--- src/rtl/branch_predictor.sv ---
// Direct-mapped branch target buffer with 2-bit saturating direction counters:
// combinational lookup on the fetch PC, training and mispredict resolution in execute.
// Optional BranchCount/MispredictCount statistics are present only when BP_STATS_EN is defined.
module branch_predictor #(
    parameter int WIDTH      = 32,
    parameter int INDEX_BITS = 6
) (
    input  logic             clk,
    input  logic             rst_n,
    input  logic [WIDTH-1:0] PCF,
    output logic             PredTakenF,
    output logic [WIDTH-1:0] PredTargetF,
    input  logic             ValidE,
    input  logic             BranchE,
    input  logic             TakenE,
    input  logic [WIDTH-1:0] TargetE,
    input  logic [WIDTH-1:0] PCE,
    input  logic [WIDTH-1:0] PCPlus4E,
    input  logic             PredTakenE,
    input  logic [WIDTH-1:0] PredTargetE,
    output logic             flushBranch,
    output logic [WIDTH-1:0] RedirectPCE
`ifdef BP_STATS_EN
    ,
    output logic [31:0]      BranchCount,
    output logic [31:0]      MispredictCount
`endif
);

    localparam int TAG_BITS = WIDTH - 2 - INDEX_BITS;
    localparam int ENTRIES  = 1 << INDEX_BITS;

    logic                r_valid  [ENTRIES];
    logic [TAG_BITS-1:0] r_tag    [ENTRIES];
    logic [WIDTH-1:0]    r_target [ENTRIES];
    logic [1:0]          r_ctr    [ENTRIES];

    logic [INDEX_BITS-1:0] w_idx_f;
    logic [TAG_BITS-1:0]   w_tag_f;
    logic                  w_hit_f;
    logic [INDEX_BITS-1:0] w_idx_e;
    logic [TAG_BITS-1:0]   w_tag_e;
    logic                  w_hit_e;
    logic                  w_mis_dir;
    logic                  w_mis_tgt;
    logic                  w_mis_alias;
    logic                  w_unused;

    // Word-aligned PCs: the two low bits never take part in indexing or tagging.
    assign w_unused = &{1'b0, PCF[1:0], PCE[1:0]};

    assign w_idx_f = PCF[INDEX_BITS+1:2];
    assign w_tag_f = PCF[WIDTH-1:INDEX_BITS+2];
    assign w_hit_f = r_valid[w_idx_f] && (r_tag[w_idx_f] == w_tag_f);

    assign PredTakenF  = w_hit_f && r_ctr[w_idx_f][1];
    assign PredTargetF = PredTakenF ? r_target[w_idx_f] : '0;

    assign w_idx_e = PCE[INDEX_BITS+1:2];
    assign w_tag_e = PCE[WIDTH-1:INDEX_BITS+2];
    assign w_hit_e = r_valid[w_idx_e] && (r_tag[w_idx_e] == w_tag_e);

    assign w_mis_dir   = BranchE && (TakenE != PredTakenE);
    assign w_mis_tgt   = BranchE && TakenE && PredTakenE && (TargetE != PredTargetE);
    assign w_mis_alias = !BranchE && PredTakenE;

    always_comb begin
        flushBranch = 1'b0;
        RedirectPCE = '0;
        if (ValidE && rst_n && (w_mis_dir || w_mis_tgt || w_mis_alias)) begin
            flushBranch = 1'b1;
            // A non-branch never redirects to TargetE, whatever TakenE says.
            RedirectPCE = (BranchE && TakenE) ? TargetE : PCPlus4E;
        end
    end

    // Tag and target need no reset: they are only read behind a set valid bit.
    always_ff @(posedge clk) begin
        if (!rst_n) begin
            for (int i = 0; i < ENTRIES; i++) begin
                r_valid[i] <= 1'b0;
                r_ctr[i]   <= 2'b01;
            end
        end else if (ValidE) begin
            if (BranchE) begin
                if (TakenE) begin
                    if (w_hit_e) begin
                        if (r_ctr[w_idx_e] != 2'b11) begin
                            r_ctr[w_idx_e] <= r_ctr[w_idx_e] + 2'd1;
                        end
                        r_target[w_idx_e] <= TargetE;
                    end else begin
                        r_valid[w_idx_e]  <= 1'b1;
                        r_tag[w_idx_e]    <= w_tag_e;
                        r_target[w_idx_e] <= TargetE;
                        r_ctr[w_idx_e]    <= 2'b10;
                    end
                end else if (w_hit_e && (r_ctr[w_idx_e] != 2'b00)) begin
                    r_ctr[w_idx_e] <= r_ctr[w_idx_e] - 2'd1;
                end
            end else if (w_hit_e) begin
                r_valid[w_idx_e] <= 1'b0;
            end
        end
    end

`ifdef BP_STATS_EN
    always_ff @(posedge clk) begin
        if (!rst_n) begin
            BranchCount     <= '0;
            MispredictCount <= '0;
        end else begin
            if (ValidE && BranchE) begin
                BranchCount <= BranchCount + 32'd1;
            end
            if (flushBranch) begin
                MispredictCount <= MispredictCount + 32'd1;
            end
        end
    end
`endif

endmodule

--- config.mk ---
export PLATFORM = sky130hd
export DESIGN_NAME = branch_predictor
export DESIGN_NICKNAME = d
export VERILOG_FILES = /design/src/rtl/branch_predictor.sv
export SDC_FILE = /design/constraint.sdc
export NUM_CORES = 2
export LEC_CHECK = 0
export ABC_AREA = 0
export ABC_CLOCK_PERIOD_IN_PS = 11600
export CORE_MARGIN = 4
export CORE_UTILIZATION = 40
export CTS_BUF_LIST = sky130_fd_sc_hd__clkbuf_2 sky130_fd_sc_hd__clkbuf_4 sky130_fd_sc_hd__clkbuf_8
export CTS_CLUSTER_SIZE = 30
export DETAILED_ROUTE_END_ITERATION = 10
export SLEW_MARGIN = 20
export SYNTH_ARGS = -nofsm -noshare
export SYNTH_HDL_FRONTEND = slang
export SYNTH_SLANG_ARGS = --single-unit
--- constraint.sdc ---
create_clock -name clk -period 11.6 [get_ports clk]
set_clock_uncertainty 0.05 [all_clocks]
set_input_delay 3.48 -clock clk [delete_from_list [all_inputs] [get_ports clk]]
set_output_delay 3.48 -clock clk [all_outputs]
set_load 0.05 [all_outputs]
Word level (Yosys, flattened, before mapping)

Memory sizes are Yosys's and may differ from the RTL's.
Index checks and enable logic that the tools add are counted.

Register bits after elaboration: 0
Memory bits (writable): 3776
Input port bits: 166
Output and inout port bits: 66
Logic and storage cells: 76
Memories kept: 4

Memory list:

| name     | words | width | rd ports | clocked after Yosys merged registers in | wr ports | RTL line | RTL |
|---|---|---|---|---|---|---|---|
| r_target | 64    | 32    | 1        | 0                                       | 1        | 35       | `logic [WIDTH-1:0] r_target [ENTRIES];` |
| r_tag    | 64    | 24    | 2        | 0                                       | 1        | 34       | `logic [TAG_BITS-1:0] r_tag [ENTRIES];` |
| r_ctr    | 64    | 2     | 2        | 0                                       | 64       | 36       | `logic [1:0] r_ctr [ENTRIES];` |
| r_valid  | 64    | 1     | 2        | 0                                       | 64       | 33       | `logic r_valid [ENTRIES];` |

Add/sub/neg operators: 2
Equality and inequality tests: 5
Multiplexer cells: 44
Bitwise gates (word level): 4
Reductions and logical operators: 17

Operators by type and width:

| cell                  | count |
|---|---|
| $mux W32              | 4 |
| $eq A24 B24 Y1        | 2 |
| $mux W1               | 35 |
| $ne A32 B32 Y1        | 1 |
| $mux W6               | 2 |
| $logic_and A1 B1 Y1   | 11 |
| $mux W2               | 3 |
| $or A1 B1 Y1          | 4 |
| $add A2 B1 Y2 const B | 1 |
| $logic_or A1 B1 Y1    | 2 |
| $ne A2 B2 Y1 const B  | 1 |
| $reduce_bool A2 Y1    | 1 |
| $reduce_or A2 Y1      | 1 |
| $sub A2 B1 Y2 const B | 1 |
| $logic_not A1 Y1      | 1 |
| $ne A1 B1 Y1          | 1 |
| $reduce_or A1 Y1      | 1 |

Logic depth before layout (Yosys ltp)

An unclocked memory read counts as a cell.

Word-level depth: 13
Gate-level depth with buffers: 22
Mapped depth without buffers: 14

Worst setup path before layout

Ideal clock, no wire load.

Path type: input -> output
Start point: in PCF[2]
End point: out PredTargetF[11]
Arrival: 7805 ps
Required time: 8070 ps
Slack: 265 ps
Stages: 12
Buffers on the path: 5
Cells stage by stage: clkbuf_1 -> buf_2 -> clkbuf_1 -> buf_2 -> mux4_2 -> mux4_2 -> mux4_2 -> xnor2_1 -> nand4_1 -> nor4_1 -> buf_2 -> o211a_1

Longest elaborated chain between the ends: 5
Elaborated cells between the ends (all ways): 8
Classes of those cells: eq/ne (1); mux (1); reduce/logical (2); memory (4)

RTL lines:

| what                  | RTL line | RTL |
|---|---|---|
| from (decl)           | 10       | `input logic [WIDTH-1:0] PCF,` |
| $mem_v2 Z64 W24       | n/a      |  |
| $eq A24 B24 Y1        | 54       | `assign w_hit_f = r_valid[w_idx_f] && (r_tag[w_idx_f] == w_tag_f);` |
| $logic_and A1 B1 Y1   | 54       |  |
| $logic_and A1 B1 Y1 * | 56       | `assign PredTakenF = w_hit_f && r_ctr[w_idx_f][1];` |
| net PredTakenF        | 11       | `output logic PredTakenF,` |
| $mux W32 *            | 57       | `assign PredTargetF = PredTakenF ? r_target[w_idx_f] : '0;` |
| to (decl)             | 12       | `output logic [WIDTH-1:0] PredTargetF,` |

The timed path passes the listed nets; every way through them passes the cells marked *.

Worst setup path in the final report

Start point: in PCF[2]
End point: out PredTargetF[25]

Longest elaborated chain between the ends: 5
Elaborated cells between the ends (all ways): 8
Classes of those cells: eq/ne (1); mux (1); reduce/logical (2); memory (4)

RTL lines:

| what                | RTL line |
|---|---|
| $mem_v2 Z64 W24     | n/a |
| $eq A24 B24 Y1      | 54 |
| $logic_and A1 B1 Y1 | 54 |
| $logic_and A1 B1 Y1 | 56 |
| $mux W32 *          | 57 |

Mark *: on every way between the ends. The rest lies on a longest branch, timed or not.

==> results by stage <==
Yosys:
- The area share of the largest cell type after synthesis is 0.690.
- edfxtp_1 is the most common cell in the netlist.
- The sequential-to-total area share from yosys stat is 0.698.
- By count the netlist is led by 3712 x edfxtp_1, 1418 x mux4_2, 371 x mux2i_1.
- Synthesis instantiated 73 different standard cells from the library.
- Counting flops with an async set or reset pin after synthesis yields a share of 0.
- Among all flip-flop cells after synthesis, the most frequent one is edfxtp_1.
- Counting every net in the synthesized netlist gives 8016.
- The total of warnings raised by yosys is 0.
- The synthesized area is 0.162 mm^2.
- By area the synthesized netlist is led by edfxtp_1 69%, mux4_2 20%, mux2i_1 2.3%.
- Counting flops and latches in the post-synthesis netlist gives 3776.
- edfxtp_1 takes more of the synthesized area than any other cell.
- Counting flops with a built-in enable in the synthesized netlist gives 3712.
- The average instance in the mapped netlist occupies 20.6 um^2.
- In the synthesized netlist, the number of instances is between 7000 and 8000.

GRT:
- The pin count of the biggest net entering global routing is approximately 120.
- The layer with the highest usage is met2.
- The number of global-route vias before repair is 91200.
- For this run, global-route usage on met2 was measured as 0.391.
- The first global-routing pass estimated 737 mm of wire.
- The number of antenna violations at the first check in global routing is 37.
- The total track usage is 0.254.
- The total global routing overflow is 0.
- In the global route stage, met3 resource usage came out at 0.0648.
- The global routing met1 resource utilization is 0.343.

Timing:
- The worst relative slew slack is 0.167.
- The final-report max-slew violation count came to 0.
- The timing-limited maximum frequency is 85.3 MHz.
- The number of endpoints with negative hold slack in the final report is 0.
- Of the available clock period, the critical path in the final layout requires 1.01.
- Setup repair after global routing could not meet its margin everywhere.
- The number of setup violations in the final report is 33.
- On the final layout, the worst hold slack is approximately 0.42 ns.
- The shortest clock period the worst path allows after layout is between 10 and 15 ns.
- The actual slew at the worst max-slew pin is approximately 1.2 ns.
- The smallest setup slack after layout is -0.125 ns.

Worst hold path:
- The worst hold path begins at r_valid[53].
- The class of the tightest hold or removal check is reg -> reg.
- The path with the worst hold slack has its endpoint at r_valid[53].
- The depth of the worst hold-timing path is 2.

Clock tree:
- The clock-pin slew on the worst setup and hold paths is 0.06 ns.
- In this run the deepest clock path goes through 4 buffers.
- The insertion delay of the later-clocked pin in the worst-skew pair is roughly 1.2 ns.
- The clock sink total is 3776.
- The CTS root buffer is clkbuf_8.
- The hold buffer count at CTS is 0.
- The number of buffers added by the clock tree synthesis step is 602.
- TritonCTS built the clock tree.
- The H-tree was split into 6 levels.

Drt:
- The detail route stage leaves a number of antenna-violating nets equal to 0.
- The number of violations reported at the end of detailed-routing iteration 0 is 14400.
- The routed design has 542 mm of wire.
- Dividing the detail-routed via count by the number of cells gives around 6.4.
- The number of vias in the routed layout is between 90000 and 100k.
- The detailed-route DRC error count is 0.
- The total iterations of the first detailed-routing run is 7.
- The routed wirelength normalized by instance count is 37.6 um.

Critical path:
- The largest driver fanout on the critical path is 17.
- The depth of the worst register-to-register path is 11.
- The slack of the worst reg-to-reg path is 5.95 ns.
- The slowest stage of the critical path belongs to the cell mux4_2.
- STA puts the critical path data required time at between 8 and 9 ns.
- The destination of the worst register-to-register timing path is r_tag[3][23].
- The arrival time of data at the critical path endpoint is 8.20 ns.
- Broken down by cell family, the worst path's largest delay share belongs to multiplexers.
- Counting stages on the worst path, the most repeated cell is mux4_2.
- The longest individual stage delay on the worst path is 0.66 ns.
- The count of buffer and inverter cells on the critical path is 6.
- The worst setup path is launched from a primary input.
- The worst setup path category is in -> out.
- Traced cell by cell, the critical path runs through buf_16 -> buf_16 -> mux4_2 -> mux4_2 -> mux4_2 -> xnor2_2 -> nand4_1 -> buf_4 -> a2111o_1 -> nor4_4 -> buf_4 -> clkbuf_16 -> o211a_1 -> buf_12.
- The worst flop-to-flop path startpoint is r_tag[49][22].
- Tracing the worst setup path back leads to its startpoint at PCF[2].
- The endpoint kind of the worst setup timing path is an output pin.

Place:
- At the end of routability-driven placement, the weighted congestion stood at 0.970.
- The number of I/O port buffers is 227.
- The placed cell area is 0.172 mm^2.
- Prior to clock tree synthesis, the placed netlist has a worst setup slack of -0.318 ns.
- The HPWL after detailed placement is 301 mm.

Power:
- The analysis attributes to cell leakage a power of 0.0583 uW.
- The cell area power density is 153 mW/mm^2.
- The overall power consumption is 28300 uW.
- The maximum resistive drop on vdd is 0.000132 V.

Cells and area:
- The fraction of final layout cells sized beyond drive strength 1 is 0.348.
- Relative to the synthesized area, the layout overhead comes to 14.3%.
- The multi-input combinational cell area is 0.0466 mm^2.
- The register cell area after layout is between 0.1 and 0.15 mm^2.
- The final non-filler cell area is 0.185 mm^2.
- The final-layout fill cell count is 33600.
- The count of nets after finishing is approximately 8700.

Floorplanning:
- The width of the die is 643 um.
- The initial standard-cell utilization of the core is 0.401.
- The total I/O pin count is 232.
- The full die area is 0.414 mm^2.
- Measured along the y axis, the die boundary spans ~640 um.
- The placeable core area is 0.403 mm^2.
- The standard-cell row count is 233.

Outcome:
- The final reports fail on setup timing.
- The flow ran to the end, but the final reports show violations.

Flow run:
- The max-capacitance violation count is 0.
## where the power goes
group,internal [uW],switching (uW)
sequential,15000,17.3
combinational,792,1190
clock,5950,5320
total,21800,6530
## per-layer routing
layer  vias to the layer above  wire [um]
met4                        22      27400
met5                         -        142
met3                      1253      63700
met2                      6749     249000
li1                      35000          -
met1                     49200     201000
## cell families (layout without fill, tap and decap cells)
family / Yosys count / in the layout / synth area share
compound gates: 786 / 786 / 0.0353
xor+xnor: 96 / 96 / 0.00521
fa+ha+maj: 2 / 2 / 0.000155
buf+inv: 645 / 1770 / 0.0179
flops: 3776 / 3776 / 0.698
mux: 1831 / 1831 / 0.224
other cells: 0 / 13 / 0
simple gates: 712 / 712 / 0.0198
## metrics by stage
stage               utilization  setup TNS [ns]  std cells
global route              0.459          -0.604      14400
floorplan                     -               0       7848
finish                    0.459           -2.74      14400
global placement          0.428           -8.19      13300
detailed placement        0.428           -7.77      13300
CTS                       0.458               0      14400
## worst min-delay path: cells and delay by family (launching register included)
family	cells	cell delay, ns
AND/OR/NAND/NOR	1	0.06
AO/OA/AOI/OAI	1	0.05
flip-flops	1	0.32
## worst max path at each step
stage,end,slack [ns],depth (start not counted)
after floorplan,PredTargetF[11],0.26,12
after global placement,PredTargetF[11],-0.33,14
after detailed placement,PredTargetF[11],-0.32,13
after CTS,PredTargetF[30],0.005,13
after global routing,PredTargetF[25],-0.04,15
final,PredTargetF[25],-0.13,14
## registers in the layout (all words and copies together) (netlist names)
signal / flops
r_ctr: 128
r_tag: 1536
r_target: 2048
r_valid: 64
## layout by cell type (no fill, tap or decap), types with 13 or more instances in the layout
cell | netlist | layout
edfxtp_1 | 3712 | 3712
mux4_2 | 1418 | 1418
clkbuf_8 | 0 | 626
mux2i_1 | 371 | 371
buf_4 | 18 | 335
a22oi_1 | 309 | 309
nand2_1 | 284 | 284
clkbuf_4 | 0 | 209
clkinv_1 | 0 | 135
clkdlybuf4s50_1 | 0 | 125
nor2_1 | 181 | 112
nand3_1 | 96 | 94
buf_12 | 0 | 92
a21oi_1 | 90 | 90
o21ai_0 | 81 | 81
clkinv_2 | 0 | 72
o211ai_1 | 70 | 70
nor2_4 | 0 | 68
dfxtp_1 | 64 | 64
a21oi_2 | 60 | 60
buf_2 | 164 | 55
xor2_1 | 50 | 50
xnor2_1 | 46 | 43
mux2_2 | 39 | 39
inv_2 | 1 | 31
and2_1 | 28 | 27
nand4_1 | 26 | 26
a221oi_1 | 23 | 23
nor2b_1 | 29 | 22
nand2b_1 | 20 | 20
o22ai_1 | 20 | 20
a211oi_1 | 17 | 17
clkinvlp_4 | 0 | 17
nor4_1 | 18 | 16
a22o_1 | 15 | 15
inv_6 | 0 | 15
a31oi_1 | 14 | 14
diode_2 | 0 | 13
bufinv_16 | 0 | 13
## layout make-up
cell class	instances	share of cell area
clock inverter	224	0.00771
clock buffer	834	0.0551
antenna	13	0.000176
sequential	3776	0.610
multi-input combinational	3427	0.252
tap	5405	0.0366
inverter	75	0.00175
timing repair buffer	637	0.0357
## what timing repair did
action,4_1_cts,5_1_grt
setup buffers,0,12
gates cloned,5,6
endpoints found under the setup margin,33,32
pin swaps,1,3
gates resized for setup,12,16
Note: power is estimated with default switching activity, not from simulation.
